$ cat src/rtl/rr_arbiter8_pkg.sv
// Shared types and the round-robin search helper for the 8-way arbiter.
package rr_arbiter8_pkg;

  localparam int unsigned N_REQ = 8;
  localparam int unsigned GID_W = 3;

  typedef enum logic {
    IDLE  = 1'b0,
    OWNED = 1'b1
  } state_t;

  typedef struct packed {
    logic             found;
    logic [GID_W-1:0] id;
  } pick_t;

  // Rotate req so ptr sits at bit 0, take the lowest set bit, rotate the index back.
  function automatic pick_t rr_pick(input logic [N_REQ-1:0] req,
                                    input logic [GID_W-1:0] ptr);
    logic [2*N_REQ-1:0] dbl;
    logic [N_REQ-1:0]   rot;
    pick_t              p;
    dbl = {req, req};
    rot = N_REQ'(dbl >> ptr);
    p   = '0;
    for (int i = N_REQ - 1; i >= 0; i--) begin
      if (rot[i]) begin
        p.found = 1'b1;
        p.id    = GID_W'(i);
      end
    end
    p.id = GID_W'(p.id + ptr);
    return p;
  endfunction

endpackage

$ cat src/rtl/rr_arbiter8_decoder3to8.sv
// Binary index to one-hot decode used to form the grant vector.
module decoder3to8
  import rr_arbiter8_pkg::*;
(
  input  logic [GID_W-1:0] id,
  output logic [N_REQ-1:0] onehot_c
);

  assign onehot_c = N_REQ'(1) << id;

endmodule

$ cat src/rtl/rr_arbiter8.sv
// Eight-requester round-robin arbiter with a bounded hold time per owner.
module rr_arbiter8
  import rr_arbiter8_pkg::*;
#(
  parameter int unsigned MAX_HOLD = 16
) (
  input  logic             clk,
  input  logic             rst,
  input  logic [N_REQ-1:0] req,
  output logic [N_REQ-1:0] grant,
  output logic [GID_W-1:0] grant_id,
  output logic             grant_valid
);

  localparam int unsigned      HCW       = (MAX_HOLD > 1) ? $clog2(MAX_HOLD) : 1;
  localparam logic [HCW-1:0]   HOLD_LAST = HCW'(MAX_HOLD - 1);

  state_t           state, state_nxt;
  logic [GID_W-1:0] gid_nxt;
  logic             gv_nxt;
  logic [GID_W-1:0] ptr, ptr_nxt;
  logic [HCW-1:0]   hold_cnt, hold_nxt;
  logic             rearb;
  pick_t            pick;
  logic [N_REQ-1:0] dec_c;

  assign pick = rr_pick(req, ptr);

  // Next owner: arbitrate from idle, on release, or when the hold budget is spent.
  always_comb begin
    state_nxt = state;
    gid_nxt   = grant_id;
    gv_nxt    = grant_valid;
    ptr_nxt   = ptr;
    hold_nxt  = hold_cnt;
    rearb     = 1'b0;

    case (state)
      IDLE:    rearb = 1'b1;
      OWNED: begin
        if (!req[grant_id] || (hold_cnt == HOLD_LAST)) begin
          rearb = 1'b1;
        end else begin
          hold_nxt = HCW'(hold_cnt + 1'b1);
        end
      end
      default: rearb = 1'b1;
    endcase

    if (rearb) begin
      hold_nxt = '0;
      if (pick.found) begin
        state_nxt = OWNED;
        gid_nxt   = pick.id;
        gv_nxt    = 1'b1;
        ptr_nxt   = GID_W'(pick.id + 1'b1);
      end else begin
        state_nxt = IDLE;
        gid_nxt   = '0;
        gv_nxt    = 1'b0;
      end
    end
  end

  always_ff @(posedge clk) begin
    if (rst) begin
      state       <= IDLE;
      grant_id    <= '0;
      grant_valid <= 1'b0;
      ptr         <= '0;
      hold_cnt    <= '0;
    end else begin
      state       <= state_nxt;
      grant_id    <= gid_nxt;
      grant_valid <= gv_nxt;
      ptr         <= ptr_nxt;
      hold_cnt    <= hold_nxt;
    end
  end

  decoder3to8 u_dec (
    .id       (grant_id),
    .onehot_c (dec_c)
  );

  assign grant = dec_c & {N_REQ{grant_valid}};

endmodule

$ cat config.mk
export PLATFORM = sky130hd
export DESIGN_NAME = rr_arbiter8
export DESIGN_NICKNAME = d
export VERILOG_FILES = /design/src/rtl/rr_arbiter8_pkg.sv /design/src/rtl/rr_arbiter8_decoder3to8.sv /design/src/rtl/rr_arbiter8.sv
export SDC_FILE = /design/constraint.sdc
export NUM_CORES = 1
export LEC_CHECK = 0
export CELL_PAD_IN_SITES_DETAIL_PLACEMENT = 0
export CELL_PAD_IN_SITES_GLOBAL_PLACEMENT = 1
export CORE_MARGIN = 1
export CORE_UTILIZATION = 41
export DETAILED_ROUTE_END_ITERATION = 8
export GPL_TIMING_DRIVEN = 0
export PLACE_DENSITY = 0.8
export SYNTH_ARGS = -nofsm -noshare
export SYNTH_HDL_FRONTEND = slang
export SYNTH_SLANG_ARGS = --single-unit
$ cat constraint.sdc
create_clock -name clk -period 4.7 [get_ports clk]
set_input_delay 0.705 -clock clk [delete_from_list [all_inputs] [get_ports clk]]
set_output_delay 0.705 -clock clk [all_outputs]
set_load 0.01 [all_outputs]
==> summary.md <==
| Metric | Value |
|---|---|
| Result of the run | finished, final reports clean |
| Number of warnings printed during yosys synthesis | 0 |
| Residual DRC count | 0 |
| Sort of element at the end of the critical path | flop |
| Boundary pin count | 22 |
| TritonCTS clock tree | done |
| Wirelength, routed | around 3.7 mm |
| Source of the worst register-to-register timing path | ptr[2]$_SDFFE_PP0P_ |
| Htree depth | 1 |
| Min-delay worst type | flop to flop |
| Max-Cap Viols | 0 |
| Commonest non-fill, non-tap cells in the layout | sky130_fd_sc_hd__nor2_1 (26), sky130_fd_sc_hd__clkdlybuf4s50_1 (19), sky130_fd_sc_hd__mux4_2 (16) |
| Routability congestion estimate from global placement | around 0.86 |
| Number of hold buffers added after cts | 0 |
| Initial antenna violation count | 0 |
| Post-synth EDFFs | 0 |
| Net count of the mapped netlist | 176 |
| Post-synthesis sequential element count | 11 |
| Reg2Reg Depth | 14 |
| Worst-margin pin slew | 0.5662 ns |
| Post-DRT Antenna Nets | 0 |
| Sinks on the clock net | 11 |
| Worst-skew pair later-pin latency | 0.26 ns |
| Vertical die dimension | 61.22 µm |
| Floorplan die area | around 3700 µm² |
| Hold path startpoint | hold_cnt[0]$_SDFFE_PP0P_ |
| GRT Resource Usage Total | 22.57% |
| Share of flip-flops with an asynchronous set or reset after synthesis | 0% |
| Average via count per standard cell | roughly 5.9 |
| # nets final | 200 |
| Worst path bufs/invs | 4 |
| Wire length of the first global-routing pass | 6.161 mm |
| Skew final | 0.0004047 ns |
| Final Hold Fails | 0 |
| Largest family of logic cells by synthesized area | multiplexers |
| Largest voltage drop on the vdd net | about 0.00016 V |
| Global route total overflow | 0 |
| Number of buffers inserted by post-CTS setup repair | 0 |
| Minimum clock period | 4.235 ns |
| Share of synthesized area spent on multiplexers | 29.42% |
| Relative area change from synthesis to final layout | 19.06% |
| Crit path largest cell delay | 0.53 ns |
| Initial core utilization | 43.08% |
| List of cells traversed by the critical path | clkdlybuf4s50_1 > buf_2 > mux4_2 > a2111oi_0 > o31ai_1 > nor4_1 > a311o_1 > ha_1 > inv_1 > fa_1 > inv_1 > ha_1 > xnor2_1 > or3_1 > a31oi_1 |
| PwrDens | 464.6 nW/µm² |
| Type of the setup path with the least slack | input pin to flop |
| Die X | 61.22 µm |
| Clock Tree Buf Depth | 2 |
| Reg-to-reg setup timing slack | 0.97 ns |
| Post-cts resize count | 0 |
| Main synth FF type | sky130_fd_sc_hd__dfxtp_1 |
| Final slew viol count | 0 |
| Worst Hold Path EP | hold_cnt[0]$_SDFFE_PP0P_ |
| Leakage | around 0.00066 µW |
| Data required, critical path | 4.89 ns |
| Routed wire length per instance | around 16 µm |
| Worst hold path stage count | 1 |
| Routed vias | 1370 |
| Syn Area/Cell | 8.874 µm² |
| Simple-gate portion of the synthesized area | 20.02% |
| Startpoint type of the worst setup path | input pin |
| Share of the synthesized area in compound gates (AO/OA/AOI/OAI) | 17.67% |
| Post-Syn Area | about 1400 µm² |
| Adder-Cell Fraction of Synth Area | about 4.0% |
| Worst Path Max Fanout | 10 |
| Most frequent standard cell in the layout excluding fill and tap cells | sky130_fd_sc_hd__nor2_1 |
| Cell family contributing the most delay on the critical path | compound AO/OA/AOI/OAI gates |
| Highest clock rate | approximately 240 MHz |
| Maximum number of pins on one net before global-route repair | 11 |
| Number of instances in the synthesized netlist | 162 |
| Setup repair after global routing missed its margin | no |
| CTS clk-pin slew, worst paths | 0.07 ns |
| Core Region | 3337 µm² |
| Final setup violation count | 0 |
| Xor-xnor portion of the synthesized cell area | under 10% |
| Iteration-0 DRC count of the detailed router | 65 |
| Number of antenna diodes | 0 |
| Cell row count | 21 |
| Final worst-path setup slack | roughly 0.46 ns |
| Inserted Clock Buffers | 3 |
| Post-place setup slack | 0.1911 ns |
| Post-route clock period utilization | between 90% and 100% |
| Arrival time of the worst setup path | around 4.4 ns |
| Proportion of synthesized chip area in sequential cells | between 10% and 20% |
| Buffer cell driving the clock tree root | sky130_fd_sc_hd__clkbuf_4 |
| Layout cell share with drive strength beyond 1 | 22.16% |
| Worst reg2reg endpoint | ptr[2]$_SDFFE_PP0P_ |
| Number of iterations in the first detailed-routing pass | 5 |
| DPL Wire Length | 2.860 mm |
| Post-Route Setup TNS | 0 ns |
| Cell variety after synth | 44 |
| Worst relative slew slack | 62.25% |
| Vias in the first global route | about 1300 |
| Standard cell with the maximum stage delay on the critical path | sky130_fd_sc_hd__mux4_2 |
| I/O Buffers | 19 |
==> sequential cells by signal (all words and copies together) (netlist names) <==
| signal | count |
|---|---|
| grant_id | 3 |
| hold_cnt | 4 |
| ptr | 3 |
| state | 1 |
==> through the flow <==
step           hold slack (ns)  instance area [µm²]  std cells  utilization, %  power (µW)
2_1_floorplan           0.4176                 1438        162               -       592.2
3_3_place_gp            0.4297                 1685        227           50.51       714.4
3_5_place_dp            0.4649                 1685        227           50.51       736.7
4_1_cts                 0.4747                 1712        231           51.29       800.5
5_1_grt                 0.4953                 1712        231           51.29       873.5
6_report                0.4741                 1712        231           51.29       795.2
==> cell type report <==
class	instances	area, µm²
buffer	18	106.4
clock buffer	4	26.28
fill	338	1625
inverter	12	45.04
multi-input combinational	121	1066
sequential	11	220.2
tap	46	57.56
timing repair buffer	19	190.2
==> cells by family after synthesis <==
kind of cell    after synthesis
simple gates                 58
flops                        11
fa+ha+maj                     4
mux                          19
buf+inv                      30
xor+xnor                      5
compound gates               35
==> per-layer routing <==
metal	share of wire [%]	global-route usage, %	vias up
li1	-	-	645
met1	39	27.61	650
met2	52	41.15	64
met3	6.7	3.571	11
met4	2.4	5.844	0
met5	0	0	-
==> cells in the mapped netlist (2+ instances only) <==
master                     number  area share [%]
sky130_fd_sc_hd__nor2_1        26             6.8
sky130_fd_sc_hd__mux4_2        16              25
sky130_fd_sc_hd__a21oi_1       11             3.8
sky130_fd_sc_hd__dfxtp_1       11              15
sky130_fd_sc_hd__inv_1         11             2.9
sky130_fd_sc_hd__buf_2         10             3.5
sky130_fd_sc_hd__nor3_1        10             3.5
sky130_fd_sc_hd__a21o_1         8             4.2
sky130_fd_sc_hd__clkbuf_1       4             1.0
sky130_fd_sc_hd__nand2_1        4             1.0
sky130_fd_sc_hd__nand2b_1       4             1.7
sky130_fd_sc_hd__xnor2_1        4             2.4
sky130_fd_sc_hd__buf_6          3             2.3
sky130_fd_sc_hd__ha_1           3             2.6
sky130_fd_sc_hd__nand3_1        3             1.0
sky130_fd_sc_hd__a211oi_1       2             1.0
sky130_fd_sc_hd__a311o_1        2             1.4
sky130_fd_sc_hd__mux4_1         2             3.7
sky130_fd_sc_hd__o211ai_1       2             1.0
sky130_fd_sc_hd__or2_2          2            0.87
==> worst max-delay path by stage <==
stage / end / start / cells after the start / slack [ns]
global placement: ptr[2]$_SDFFE_PP0P_ / req[5] / 15 / 0.18
floorplan: ptr[2]$_SDFFE_PP0P_ / req[4] / 14 / 1.07
finish: ptr[2]$_SDFFE_PP0P_ / req[5] / 15 / 0.46
CTS: ptr[2]$_SDFFE_PP0P_ / req[5] / 15 / 0.47
detailed placement: ptr[2]$_SDFFE_PP0P_ / req[5] / 15 / 0.19
global route: ptr[2]$_SDFFE_PP0P_ / req[5] / 15 / 0.18
==> report_power, final <==
part           total, µW  switching, µW  internal [µW]  leakage [µW]
combinational        593            293            300      0.000555
clock               62.2           29.4           32.8     0.0000150
sequential           140           25.0            115     0.0000904
Note: power is estimated with default switching activity, not from simulation.
